$ cat config.mk
export PLATFORM = sky130hd
export DESIGN_NAME = alu_seq
export DESIGN_NICKNAME = d
export VERILOG_FILES = /design/src/rtl/alu_seq.sv
export SDC_FILE = /design/constraint.sdc
export NUM_CORES = 1
export LEC_CHECK = 0
export CORE_MARGIN = 2
export CORE_UTILIZATION = 60
export DETAILED_ROUTE_END_ITERATION = 10
export PLACE_DENSITY = 0.78
export SLEW_MARGIN = 20
export SYNTH_ARGS = -nofsm -noshare
export SYNTH_HDL_FRONTEND = slang
export SYNTH_SLANG_ARGS = --single-unit
export TNS_END_PERCENT = 50
$ cat constraint.sdc
create_clock -name clk -period 7.4 [get_ports clk]
set_input_delay 0.74 -clock clk [delete_from_list [all_inputs] [get_ports clk]]
set_output_delay 0.74 -clock clk [all_outputs]
set_load 0.05 [all_outputs]
$ cat src/rtl/alu_seq.sv
// alu_seq: registered ALU with a valid/ready handshake, a stored carry flag
// for chained ADC/SBB, and an iterative shift-add multiplier.
// Ports:
//   clk, rst_n           clock, synchronous active-low reset
//   in_valid/in_ready    operation handshake (in_ready is combinational)
//   a, b, opcode         operands and operation select
//   out_valid/out_ready  result handshake
//   result, s,c,p,z,v    registered result and flags
//   busy                 multiply in progress
module alu_seq #(
  parameter int unsigned WIDTH = 16
) (
  input  logic             clk,
  input  logic             rst_n,
  input  logic             in_valid,
  output logic             in_ready,
  input  logic [WIDTH-1:0] a,
  input  logic [WIDTH-1:0] b,
  input  logic [3:0]       opcode,
  output logic             out_valid,
  input  logic             out_ready,
  output logic [WIDTH-1:0] result,
  output logic             s,
  output logic             c,
  output logic             p,
  output logic             z,
  output logic             v,
  output logic             busy
);

  localparam int unsigned SHW = $clog2(WIDTH);
  localparam int unsigned W1  = WIDTH + 1;
  localparam int unsigned W2  = 2 * WIDTH;

  localparam logic [3:0] OP_ADD = 4'd0,  OP_SUB = 4'd1,  OP_INC  = 4'd2,  OP_DEC = 4'd3;
  localparam logic [3:0] OP_AND = 4'd4,  OP_OR  = 4'd5,  OP_XOR  = 4'd6,  OP_NOT = 4'd7;
  localparam logic [3:0] OP_ADC = 4'd8,  OP_SBB = 4'd9,  OP_SHL  = 4'd10, OP_SHR = 4'd11;
  localparam logic [3:0] OP_SAR = 4'd12, OP_CMP = 4'd13, OP_MUL  = 4'd14, OP_PASSB = 4'd15;

  typedef enum logic {S_IDLE, S_MUL} state_t;

  state_t           state;
  logic             cf;
  logic [SHW-1:0]   cnt;
  logic [W2-1:0]    mcand;
  logic [WIDTH-1:0] mplier;
  logic [W2-1:0]    acc;

  logic [WIDTH-1:0] arith_b;
  logic             arith_ci;
  logic [W1-1:0]    sum, dif, shl_t, shr_t, sar_t;
  logic [SHW-1:0]   shamt;
  logic             add_v, sub_v;
  logic [WIDTH-1:0] alu_r, flag_src;
  logic             alu_c, alu_v;
  logic [W2-1:0]    acc_nxt;
  logic [WIDTH-1:0] mul_r;
  logic             mul_c;
  logic             accept;

  assign in_ready = rst_n && !busy && (!out_valid || out_ready);
  assign accept   = in_valid && in_ready;

  // Single-cycle datapath; all arithmetic at WIDTH+1 so bit WIDTH is carry/borrow.
  always_comb begin
    arith_b  = b;
    arith_ci = 1'b0;
    case (opcode)
      OP_INC, OP_DEC: arith_b  = WIDTH'(1);
      OP_ADC, OP_SBB: arith_ci = cf;
      default: ;
    endcase
    sum   = W1'(a) + W1'(arith_b) + W1'(arith_ci);
    dif   = W1'(a) - W1'(arith_b) - W1'(arith_ci);
    add_v = (a[WIDTH-1] == arith_b[WIDTH-1]) && (sum[WIDTH-1] != a[WIDTH-1]);
    sub_v = (a[WIDTH-1] != arith_b[WIDTH-1]) && (dif[WIDTH-1] != a[WIDTH-1]);
    shamt = b[SHW-1:0];
    // Extra guard bit catches the last bit shifted out; zero for shamt==0.
    shl_t = W1'(a) << shamt;
    shr_t = {a, 1'b0} >> shamt;
    sar_t = $signed({a, 1'b0}) >>> shamt;

    alu_r = '0;
    alu_c = 1'b0;
    alu_v = 1'b0;
    case (opcode)
      OP_ADD, OP_INC, OP_ADC: begin alu_r = sum[WIDTH-1:0]; alu_c = sum[WIDTH]; alu_v = add_v; end
      OP_SUB, OP_DEC, OP_SBB: begin alu_r = dif[WIDTH-1:0]; alu_c = dif[WIDTH]; alu_v = sub_v; end
      OP_CMP:   begin alu_r = a; alu_c = dif[WIDTH]; alu_v = sub_v; end
      OP_AND:   alu_r = a & b;
      OP_OR:    alu_r = a | b;
      OP_XOR:   alu_r = a ^ b;
      OP_NOT:   alu_r = ~a;
      OP_SHL:   begin alu_r = shl_t[WIDTH-1:0]; alu_c = shl_t[WIDTH]; end
      OP_SHR:   begin alu_r = shr_t[WIDTH:1];   alu_c = shr_t[0]; end
      OP_SAR:   begin alu_r = sar_t[WIDTH:1];   alu_c = sar_t[0]; end
      OP_PASSB: alu_r = b;
      default: ;
    endcase
    // CMP keeps a in result but reports sign/zero/parity of a-b.
    flag_src = (opcode == OP_CMP) ? dif[WIDTH-1:0] : alu_r;
  end

  // One shift-add step; the last step's sum is the full product.
  always_comb begin
    acc_nxt = acc + (mplier[0] ? mcand : '0);
    mul_r   = acc_nxt[WIDTH-1:0];
    mul_c   = |acc_nxt[W2-1:WIDTH];
  end

  // Control FSM, output register and multiplier state.
  always_ff @(posedge clk) begin
    if (!rst_n) begin
      state     <= S_IDLE;
      busy      <= 1'b0;
      cnt       <= '0;
      cf        <= 1'b0;
      mcand     <= '0;
      mplier    <= '0;
      acc       <= '0;
      out_valid <= 1'b0;
      result    <= '0;
      s         <= 1'b0;
      c         <= 1'b0;
      p         <= 1'b0;
      z         <= 1'b0;
      v         <= 1'b0;
    end else begin
      if (out_valid && out_ready) out_valid <= 1'b0;
      case (state)
        S_IDLE: begin
          if (accept) begin
            if (opcode == OP_MUL) begin
              state  <= S_MUL;
              busy   <= 1'b1;
              cnt    <= '0;
              mcand  <= W2'(a);
              mplier <= b;
              acc    <= '0;
            end else begin
              out_valid <= 1'b1;
              result    <= alu_r;
              s         <= flag_src[WIDTH-1];
              c         <= alu_c;
              p         <= ~^flag_src;
              z         <= (flag_src == '0);
              v         <= alu_v;
              cf        <= alu_c;
            end
          end
        end
        S_MUL: begin
          acc    <= acc_nxt;
          mcand  <= mcand << 1;
          mplier <= mplier >> 1;
          if (cnt == SHW'(WIDTH - 1)) begin
            state     <= S_IDLE;
            busy      <= 1'b0;
            cnt       <= '0;
            out_valid <= 1'b1;
            result    <= mul_r;
            s         <= mul_r[WIDTH-1];
            c         <= mul_c;
            p         <= ~^mul_r;
            z         <= (mul_r == '0);
            v         <= mul_c;
            cf        <= mul_c;
          end else begin
            cnt <= cnt + SHW'(1);
          end
        end
        default: state <= S_IDLE;
      endcase
    end
  end

endmodule
==> flow_summary.toml, run 1 <==
[floorplanning]
fp.dieW_um = 145
start_util_pct = 61.4
pin_count = 64
coreArea_um2 = 19500
fp.dieH_um = 145
dieArea_um2 = 21100
row_count = 51

[clock_tree]
cts_sinks = 108
clk_latency_ns = 0.37
cts.path.max_buffers = 2
clkTransAtPathRegs_ns = 0.08
cts_resized = 0
cts_tree = "yes"
cts_setup_buffers = 0
root_buffer = "clkbuf_16"
h-tree-depth = 3
numCtsBuffers = 9
postCtsHoldBufs = 0

[worst_setup_path]
r2r-end = "p"
slowest_delay_ns = 0.85
critPathCaptureType = "flop"
worst-setup-path-type = "primary input to flop"
r2r-start = "cf"
endpoint = "p"
arrival_ns = 6.34
startpoint = "opcode[3]"
r2r_setup_slack_ns = 2.62
r2r_cells = 20
worstPathRequired_ns = 7.71
crit_chain = "clkdlybuf4s50_1 > nor2b_1 > nand3b_1 > fa_1 > fa_1 > o21bai_1 > a21oi_1 > o21bai_1 > nand2_1 > o221ai_1 > a21oi_1 > mux2i_1 > o21ai_0 > a21oi_1 > o221a_2 > ha_1 > xnor2_1 > xnor2_1 > xnor2_1 > nand2_1 > o211ai_1 > o211a_1"
start_kind = "primary input"
critPathMaxFanout = 14
cp_slowest_cell = "clkdlybuf4s50_1"

[synth]
synth_cell_types = 84
synth_edf_count = 0
synth_area_um2 = 12000
syn_inst = 1616
ys_seq_area_share_pct = 18.0
yosys_warnings = 0
synth_seq_cells = 108
syn_nets = 1787
ys.flop_type = "dfxtp_1"
synth-async-reset-ratio_pct = 0
syn_avg_cell_area_um2 = 7.41

[sta]
grt_setup_unrepaired = "no"
hold_slack_ns = 0.468
tightest_slew_ns = 1.03
slew_violations = 0
tns_ns = 0
finalCritPeriodShare_pct = 81.5
finalHoldViolCount = 0
slew_headroom_pct = 31.6
fmax_mhz = 166
finalWorstPathRequiredPeriod_ns = 6.03
skew_ns = 0.0126
finalWorstSetupSlack_ns = 1.37
setup_viol = 0

[grt]
overflow = 0
grt_pass1_wl_um = 60100
grt_max_degree = 111
grt_use_total_pct = 35.3
antenna_found_initial = 0
first_global_vias = 11100

[run]
maxCapViolCount = 0

[final_layout]
antenna_cells = 0
fin_util_pct = 66.2
fill_cells = 1804
synthToLayoutAreaGrowth_pct = 7.96
layout-drive-gt1-share_pct = 5.72
final_nets = 1774

[power]
vdd_ir_drop_max_uv = 106
cellPowerDensity_nw_per_um2 = 136
power_leakage_nw = 5.50

[place]
gp_congestion = 1.02
portBuffers = 63
place_ws_ns = 1.08
hpwl_um = 29100

[outcome]
status = "completed"

[route]
drtPass1Iterations = 8
drc = 0
dr.first_iter.drc_count = 1416
dr_total_vias = 12400
routed_wl_um = 38700
drtAntennaViolNets = 0
vias_per_cell = 6.60
avgRoutedWirePerCell_um = 20.7

[hold_path]
min_path_type = "flop to flop"
-- metrics by stage --
step	cell area (um2)	power [mW]	cells
2_1_floorplan	12000	1.09	1616
5_1_grt	12900	1.85	1873
6_report	12900	1.77	1873
3_3_place_gp	12700	1.27	1857
4_1_cts	12900	1.75	1873
3_5_place_dp	12700	1.28	1857
-- cell usage in the layout (no fill, tap or decap), types with 9 or more instances in the layout --
cell / Yosys / final
nand2b_1: 17 / 17
mux4_2: 21 / 21
mux2i_1: 20 / 20
o211a_1: 35 / 35
a221oi_1: 18 / 18
xor2_1: 19 / 19
xnor2_1: 46 / 46
nand2_1: 209 / 209
a22oi_1: 22 / 22
inv_1: 86 / 85
o21ai_0: 90 / 90
and2_1: 62 / 62
nand4_1: 15 / 15
nor3_1: 24 / 23
a31oi_1: 17 / 17
a211oi_1: 13 / 13
nor2b_1: 27 / 27
nand3_1: 33 / 32
dfxtp_1: 108 / 107
o21bai_1: 11 / 11
nor2_1: 144 / 144
o211ai_1: 55 / 55
a21o_1: 18 / 18
a21boi_0: 15 / 15
buf_4: 5 / 23
clkdlybuf4s50_1: 0 / 60
ha_1: 126 / 126
clkbuf_16: 0 / 9
a21oi_1: 118 / 118
-- metal layers --
layer | track usage (%) | vias up | part of all wire, %
met2 | 53.0 | 687 | 42
li1 | - | 5812 | -
met1 | 51.1 | 5741 | 44
met3 | 4.84 | 117 | 9.7
met4 | 14.3 | 0 | 4.3
met5 | 0 | - | 0
-- kinds of logic after synthesis --
group                    count (synthesis)  synth area share (%)
adder cells (fa/ha/maj)                131                  14.0
AND/OR/NAND/NOR                        578                  22.6
multiplexers                            43                  5.81
buffers and inverters                  197                  6.63
AO/OA/AOI/OAI                          494                  28.2
XOR/XNOR                                65                  4.75
flip-flops                             108                  18.0
-- report_power, final --
part	total (mW)	switching (mW)	internal, mW
combinational	0.678	0.411	0.267
clock	0.484	0.248	0.237
sequential	0.603	0.00909	0.594
-- registers in the layout, summed over array words and instances, names as in the netlist, 4 cells and up --
signal and cells:
result 16, mcand 32, acc 32, cnt 4, mplier 16
-- synthesized netlist by cell type, types with 7 or more instances --
cell       instances  share of area, %
inv_1             86               2.7
a21o_1            18               1.1
xnor2_1           46               3.4
nor4_1             8              0.42
and3_1             7              0.37
o211a_1           35               2.9
a22oi_1           22               1.4
a31oi_1           17              0.89
ha_1             126                13
o21ai_0           90               3.8
nor2b_1           27               1.4
xor2_1            19               1.4
mux4_2            21               3.9
mux2i_1           20               1.7
or3_1              7              0.37
o211ai_1          55               3.4
a2111oi_0          7              0.51
a21oi_1          118               4.9
clkbuf_1          84               2.6
a211oi_1          13              0.81
nand3_1           33               1.4
dfxtp_1          108                18
nand2_1          209               6.5
o2111ai_1          7              0.51
a221oi_1          18               1.3
a21boi_0          15              0.94
buf_1              9              0.28
nand2b_1          17              0.89
and2_1            62               3.2
nor2_1           144               4.5
o21bai_1          11              0.69
buf_2              7              0.29
nor3_1            24               1.0
nand4_1           15              0.78
o221ai_1           7              0.51
-- cell type report --
type | instances | area (um2) | area share (%)
clock buffers | 10 | 229 | 1.77
well taps | 265 | 332 | 2.56
flip-flops and latches | 108 | 2160 | 16.7
repair buffers | 86 | 788 | 6.09
clock inverters | 6 | 53.8 | 0.416
multi-input cells | 1311 | 9040 | 69.9
inverters | 87 | 327 | 2.52
-- worst max-delay path: cells and delay by family --
family	cells	cell delay (ns)
fa+ha+maj	3	1.20
compound gates	10	2.15
mux	1	0.14
buf+inv	1	0.85
xor+xnor	3	0.47
simple gates	4	0.78
-- how the worst min path moves through the flow --
stage / start / endpoint / depth (start not counted)
after global routing: acc[4] / acc[4] / 2
after floorplan: mplier[15] / mplier[15] / 2
final: result[0] / result[0] / 2
after CTS: result[0] / result[0] / 2
after detailed placement: result[0] / result[0] / 2
after global placement: mplier[15] / mplier[15] / 2
No activity file was read; power rests on OpenSTA's default activity.
==> inputs of run 2 (changes only) <==
Clock period 7.4 ns to 6.25 ns, I/O delays scaled along.
==> run 2 against run 1 <==
Compared with the run above:
- register-to-register slack worse by 1.3 ns
- wire length up 6.4%
- worst setup slack worse by 0.70 ns
- clock power grew 21%
- first-iteration DRC count is 21% lower
- flip-flop and latch count unchanged
- combinational power grew 22%
- largest power group unchanged
- total power up 21%
- critical path depth up 2
- clock-buffer cell count is 1 lower
- clock skew up 0.0058 ns
==> flow_summary.toml, run 2 (synthesis gave the netlist of run 1 again) <==
[grt]
antenna_found_initial = 0
overflow = 0
grt_max_degree = 110
first_global_vias = 11500
grt_pass1_wl_um = 64100
grt_use_total_pct = 37.9

[sta]
grt_setup_unrepaired = "no"
slew_violations = 0
fmax_mhz = 179
tns_ns = 0
setup_viol = 0
hold_slack_ns = 0.468
finalCritPeriodShare_pct = 89.3
slew_headroom_pct = 28.8
finalHoldViolCount = 0
finalWorstPathRequiredPeriod_ns = 5.58
tightest_slew_ns = 1.07
skew_ns = 0.0184

[clock_tree]
cts.path.max_buffers = 2
h-tree-depth = 3
numCtsBuffers = 9
clkTransAtPathRegs_ns = 0.09
clk_latency_ns = 0.37
root_buffer = "clkbuf_16"
cts_sinks = 108
cts_setup_buffers = 0
cts_tree = "yes"
postCtsHoldBufs = 0
cts_resized = 0

[final_layout]
final_nets = 1798
final_common_cell = "nand2_1"
top_regs = "acc (32), mcand (32)"
antenna_cells = 0
synthToLayoutAreaGrowth_pct = 9.57
fin_util_pct = 67.2
final_cell_mix = "nand2_1, nor2_1, ha_1"
layout-drive-gt1-share_pct = 7.17
final_area_um2 = 13100

[route]
avgRoutedWirePerCell_um = 21.7
vias_per_cell = 6.53
routed_wl_um = 41200
dr.first_iter.drc_count = 1117
drtPass1Iterations = 6
dr_total_vias = 12400
drtAntennaViolNets = 0
drc = 0

[place]
hpwl_um = 31400
portBuffers = 63
placed_area_um2 = 12800
gp_congestion = 1.02

[floorplanning]
fp.dieW_um = 145
pin_count = 64
dieArea_um2 = 21100
start_util_pct = 61.4
fp.dieH_um = 145
coreArea_um2 = 19500
row_count = 51

[worst_setup_path]
path_delay_family = "compound AO/OA/AOI/OAI gates"
start_kind = "primary input"
worst-setup-path-type = "primary input to flop"
slowest_delay_ns = 0.47
critPathCaptureType = "flop"
worstPathRequired_ns = 6.57
crit_chain = "clkdlybuf4s50_1 > nor3b_1 > buf_4 > or2_2 > inv_1 > fa_1 > fa_1 > o21bai_1 > a21oi_1 > o21bai_1 > nand2_1 > o221ai_1 > a21oi_1 > mux2i_1 > o21ai_0 > a21oi_1 > o221a_2 > ha_1 > xnor2_1 > xnor2_1 > xnor2_1 > nand2_1 > o211ai_1 > o211a_1"
r2r_setup_slack_ns = 1.32
cp_slowest_cell = "clkdlybuf4s50_1"
path_buf_inv = 3
arrival_ns = 5.90
critPathMaxFanout = 16

[outcome]
status = "completed"

[power]
vdd_ir_drop_max_uv = 118
clkPwrFrac_pct = 27.5
power_leakage_nw = 5.61
cellPowerDensity_nw_per_um2 = 162
power_frac_seq_pct = 33.6
power.total_mw = 2.13
netSwitchingFraction_pct = 38.5
combPwrFrac_pct = 38.9
intPower_mw = 1.31
p_sw_mw = 0.819

[hold_path]
min_path_type = "flop to flop"

[run]
maxCapViolCount = 0
[run 2: area by class of cell]
| class | instances | area, um2 |
|---|---|---|
| Inverter | 87 | 327 |
| Sequential cell | 108 | 2160 |
| Multi-Input combinational cell | 1311 | 9040 |
| Clock buffer | 9 | 225 |
| Fill cell | 1741 | 6400 |
| Tap cell | 265 | 332 |
| Timing Repair Buffer | 110 | 968 |
| Clock inverter | 7 | 70.1 |
[run 2: final timing paths]
kind	from	endpoint	cells after the start
worst max-delay path	opcode[1]	p	24
worst min-delay path	mplier[15]	mplier[15]	2
worst max register to register	cf	p	20
worst min register to register	mplier[15]	mplier[15]	2
[run 2: routing by layer]
layer  part of all wire, %  wire, um  GRT usage, %  vias to the layer above
li1                      -         -             -                     5848
met1                    43     17500          52.4                     5788
met2                    44     18100          59.4                      648
met3                   9.7      3970          6.10                      106
met4                   3.9      1620          15.0                        0
met5                     0         0             0                        -
[run 2: tightest hold or removal path, stage by stage (launching register included)]
cell     delay, ns
dfxtp_1       0.32
nand2_1       0.05
a21oi_1       0.06
[run 2: through the flow]
stage	worst slack, ns	cells
finish	0.671	1897
global placement	0.493	1881
CTS	0.717	1897
floorplan	0.722	1616
global route	0.204	1897
detailed placement	0.367	1881
[run 2: power by group through the flow]
stage                     combinational (mW)  clock, mW  sequential (mW)
after floorplan                        0.526          0            0.767
final                                  0.828      0.586            0.715
after detailed placement               0.802          0            0.731
after CTS                              0.809      0.589            0.715
after global routing                   0.890      0.619            0.717
after global placement                 0.794          0            0.731
==> patch 1: new RTL, settings of run 2 <==
Change the parameter `WIDTH` from 16 to 8.
--- a/src/rtl/alu_seq.sv
+++ b/src/rtl/alu_seq.sv
@@ -8,7 +8,7 @@
 //   result, s,c,p,z,v    registered result and flags
 //   busy                 multiply in progress
 module alu_seq #(
-  parameter int unsigned WIDTH = 16
+  parameter int unsigned WIDTH = 8
 ) (
   input  logic             clk,
   input  logic             rst_n,
Ports: changed (resized a, b and result); port bits go from 64 to 40. The function was not compared with the original's and may differ.
==> patch 1 against run 2 <==
  * Synthesized cell count decreased by 49%
  * Synthesized area decreased by 48%
  * Non-clock buffer count decreased by 53
  * Worst setup slack improved by 0.48 ns
  * Power decreased by 47%
  * Count of clock-buffer cells in the layout increased by 2
  * Cell area decreased by 48%
  * Routed wire length decreased by 53%
  * Sequential cell count decreased by 49
  * Critical endpoint unchanged
  * Die area decreased by 47%
==> patch 1: results (changes against run 2) <==
Critical path
  • Critical path peak fanout: 8 (-8)
  • Worst Path Arrival: 5.35 ns (-0.55 ns)
  • R2R Setup Slk: 2.16 ns (+0.84 ns)
  • Slowest CP cell: or4b_2
  • Crit path from: opcode[2]
  • Critical Path Max Stage Delay: 0.62 ns (+0.15 ns)
  • Worst reg2reg path depth: 18 (-10%)

GRT
  • Vias in the first global route: 6131 (-47%)
  • Met2 Usage GRT: 56.3% (-3.1 points)
  • M1 GR Usage: 47.3% (-5.1 points)
  • First-pass GRT wire length: 31.2 mm (-51%)
  • Pin count of the biggest net entering global routing: 67 (-39%)
  • Initial antenna violation count: 0 (unchanged)
  • Met3 Usage GRT: 6.31% (+0.21 points)
  • Total global-route track usage: 34.9% (-3.0 points)

Min path
  • Min-Delay Path Depth: 2 (unchanged)
  • Hold endpoint: result[5]
  • Worst min path class: reg2reg
  • HP Start: result[5]

CTS
  • CTS clk-pin slew, worst paths: 0.06 ns (-0.03 ns)
  • Post-CTS Setup Bufs: 0 (unchanged)
  • CTS Buffer Depth: 2 (unchanged)
  • CTS Hold Bufs: 0 (unchanged)
  • Root Driver: clkbuf_8
  • Skew-Pair Late Insertion Delay: 0.34 ns (-0.03 ns)

Status
  • Outcome: completed

STA
  • Clock skew: 0.0102 ns (-0.00823 ns)
  • Hold_ws: 0.452 ns (-0.0153 ns)
  • Post-Route Setup TNS: 0 ns (unchanged)
  • Max_slew headroom: 34.6% (+5.8 points)

Layout
  • Fin nets: 941 (-48%)
  • Top Registers: acc: 16 flops, mcand: 16 flops
  • Non-filler cells, final: 988 (-48%)
  • Fillers: 895 (-49%)
  • Share of cells above drive strength 1: 7.51% (+0.34 points)

Synthesis
  • Cell area after synthesis: 6200 µm² (-48%)
  • Netlist cell types: 77 (-8.3%)
  • Synth area leaders: dfxtp_1 19%, ha_1 13%, a21oi_1 7.1%
  • Syn avg cell area: 7.45 µm² (+0.47%)
  • Seq/Total Area, Yosys: 19.1% (+1.0 points)
  • Syn nets: 924 (-48%)
  • Synth top cells by count: 96 x nor2_1, 88 x a21oi_1, 79 x nand2_1, 63 x ha_1, 59 x dfxtp_1
  • Number of synthesized flops with an enable pin: 0 (unchanged)

Place
  • IO buf count: 39 (-38%)
  • Cells after DPL: 974 (-48%)
  • Pre-CTS setup slack: 0.883 ns (+0.515 ns)
  • Dpl hpwl: 14.4 mm (-54%)
  • Placed Instance Area: 6690 µm² (-48%)
  • Placer Congestion: 1.03 (+1.5%)

Drt
  • Vias post-DR: 6525 (-47%)
  • Iter 0 DRT Violations: 843 (-25%)
  • DRT Wirelength: 19.5 mm (-53%)
  • TritonRoute pass-1 iters: 5 (-1)

Power and ir drop
  • Internal: 733 µW (-44%)
  • Power per cell area: 164 nW/µm² (+1.4%)
  • Combinational Power Share: 35.7% (-3.2 points)
  • Leak: 0.00286 µW (-49%)
  • Clk pwr: 337 µW (-42%)
  • VDD IR max: 0.134 mV (+13%)
-- patch 1: changes by cell type after synthesis, moves of 19 or more --
cell             run 2  this run
nor2_1             144        96
nor2b_1             27         3
dfxtp_1            108        59
o21ai_0             90        44
nand2_1            209        79
xnor2_1             46        15
o211a_1             35         5
o211ai_1            55        11
inv_1               86        45
a21oi_1            118        88
and2_1              62        24
clkbuf_1            84        37
nand3_1             33        14
ha_1               126        63
-- patch 1: logic make-up after synthesis --
kind of cell,synth area share (%)
AO/OA/AOI/OAI,27.7
XOR/XNOR,3.25
adder cells (fa/ha/maj),14.3
buffers and inverters,6.40
flip-flops,19.1
multiplexers,6.26
AND/OR/NAND/NOR,23.0
-- patch 1: final cells by class --
| type | count | area, µm² | share of cell area [%] |
|---|---|---|---|
| Inverter | 50 | 188 | 2.73 |
| Sequential cell | 59 | 1180 | 17.2 |
| Clock buffer | 11 | 141 | 2.06 |
| Multi-Input combinational cell | 672 | 4630 | 67.3 |
| Clock inverter | 3 | 40.0 | 0.582 |
| Tap cell | 136 | 170 | 2.47 |
| Timing Repair Buffer | 57 | 526 | 7.64 |
-- patch 1: worst max-delay path by stage --
stage	end	slack [ns]	cells after the start
global placement	p	1.06	20
finish	p	1.15	20
detailed placement	p	0.88	20
CTS	p	1.24	20
floorplan	p	1.19	21
global route	p	0.88	20
-- patch 1: worst max-delay path: cells and delay by family --
| family | cells | cell delay [ns] |
|---|---|---|
| AND/OR/NAND/NOR | 6 | 1.54 |
| AO/OA/AOI/OAI | 6 | 1.10 |
| buffers and inverters | 3 | 0.74 |
| adder cells (fa/ha/maj) | 3 | 1.07 |
| XOR/XNOR | 2 | 0.29 |
-- patch 1: metal layers --
layer	share of wire (%)	up-vias
met1	42	3041
met3	9.7	45
li1	-	3068
met2	45	371
met5	0	-
met4	2.6	0
==> patch 2: new RTL, settings of run 2 <==
Without the edit above. Reset style: asynchronous (`rst_n`), changed in one clocked block. Comments in the files are not updated.
--- a/src/rtl/alu_seq.sv
+++ b/src/rtl/alu_seq.sv
@@ -109,7 +109,7 @@
   end
 
   // Control FSM, output register and multiplier state.
-  always_ff @(posedge clk) begin
+  always_ff @(posedge clk or negedge rst_n) begin
     if (!rst_n) begin
       state     <= S_IDLE;
       busy      <= 1'b0;
Formal check against the unedited RTL: differs if rst_n is asserted again (counterexample within 4 cycles, from zero or initial values and one cycle with rst_n low); with rst_n held inactive, the same outputs for 4 cycles.
==> patch 2 against run 2 <==
  * Via count down 1.7%
  * Cell area decreased by 0.49%
  * Worst setup slack improved by 0.099 ns
  * Synthesized area decreased by 0.64%
  * Sequential share of layout area up 4.2 points
  * Worst hold slack got worse by 0.24 ns
  * Register-to-register slack gained 0.15 ns
  * Sequential cell count did not move
  * Routed wire length fell by 3.6%
  * Non-clock buffer count shrank 13
  * Synthesized cell count fell by 2.8%
  * Critical path type unchanged
  * Largest cell class unchanged
  * Highest routed layer unchanged
Power is not compared: it rests on default switching activity, and its combinational part moved more than twofold at a synthesized area within 25%.
==> patch 2: results (changes against run 2) <==
Status
  • Outcome: completed

Place
  • Placer Congestion: 1.02 (+0.25%)
  • Pre-CTS setup slack: 0.522 ns (+0.154 ns)
  • Cells after DPL: 1843 (-2.0%)
  • Placed Instance Area: 12800 µm² (-0.60%)
  • Dpl hpwl: 30.2 mm (-3.7%)

Synthesis
  • XOR/XNOR share of the synthesized area: 4.93% (+0.18 points)
  • Synth top cells by count: 222 x nand2_1, 156 x nor2_1, 144 x o21ai_0, 126 x a21oi_1, 126 x ha_1
  • Seq/Total Area, Yosys: 22.7% (+4.7 points)
  • Synth area leaders: dfrtp_1 23%, ha_1 13%, nand2_1 7.0%
  • Area share of fa/ha/maj cells after synthesis: 14.1% (+0.090 points)
  • Top FF cell, synth: dfrtp_1

Critical path
  • Critical path peak fanout: 12 (-4)
  • Worst reg2reg path depth: 18 (-10%)
  • Worst Path Arrival: 5.76 ns (-0.14 ns)
  • Critical Path Max Stage Delay: 0.71 ns (+0.24 ns)

Drt
  • Iter 0 DRT Violations: 1169 (+4.7%)
  • Vias post-DR: 12200 (-1.7%)
  • Vias per cell: 6.55 (+0.34%)
  • WL/cell: 21.4 µm (-1.6%)

GRT
  • Total global-route track usage: 37.6% (-0.28 points)
  • Pin count of the biggest net entering global routing: 91 (-17%)
  • Met2 Usage GRT: 59.3% (about the same)
  • M1 GR Usage: 51.3% (-1.1 points)
  • Initial antenna violation count: 1 (+1)
  • First-pass GRT wire length: 60.9 mm (-5.0%)
  • Vias in the first global route: 11000 (-3.9%)

Layout
  • Fraction of area in registers: 20.7% (+4.2 points)
  • Number of non-clock inverters in the layout: 85 (-2.3%)
  • Area occupied by multi-input gates: 8520 µm² (-5.7%)
  • Fin nets: 1760 (-2.1%)
  • Non-CTS buffers: 97 (-12%)
  • Fillers: 1739 (-0.11%)
  • Share of cells above drive strength 1: 6.71% (-0.46 points)
  • NonClk Buf Share: 6.72% (-0.65 points)
  • #MultiIn Comb: 1288 (-1.8%)
  • Clock-cell share of area: 2.34% (+0.088 points)
  • Final Util: 67.1% (-0.11 points)

STA
  • Clock skew: 0.0148 ns (-0.00368 ns)
  • Least-Margin Pin Slew: 1.06 ns (-0.00959 ns)

Power and ir drop
  • Overall Power: 4170 µW

Min path
  • Worst min path class: in2async
patch 2: changes by cell type after synthesis, sizes merged, moves of 12 or more:
cell	before	now
dfxtp	108	0
a22oi	22	10
a21boi	15	1
clkbuf	87	74
mux2i	20	32
dfrtp	0	108
o211ai	55	14
nor2b	27	13
and2	64	37
nor2	144	156
o21ai	95	160
o211a	35	2
nand2	209	222
patch 2: metal layers:
metal	share of wire (%)	routed length (µm)
met5	0	0
met4	4.6	1820
met1	42	16600
met3	8.8	3470
met2	45	17800
patch 2: path summary, 6_finish.rpt:
path | from | endpoint | slack [ns]
worst max-delay path | opcode[3] | p | 0.77
worst min-delay path | rst_n | cnt[3] | 0.23
worst max register to register | cf | p | 1.47
worst min register to register | mplier[1] | mplier[0] | 0.49
max in group asynchronous | rst_n | mcand[26] | 4.74
min in group clk | mplier[1] | mplier[0] | 0.49
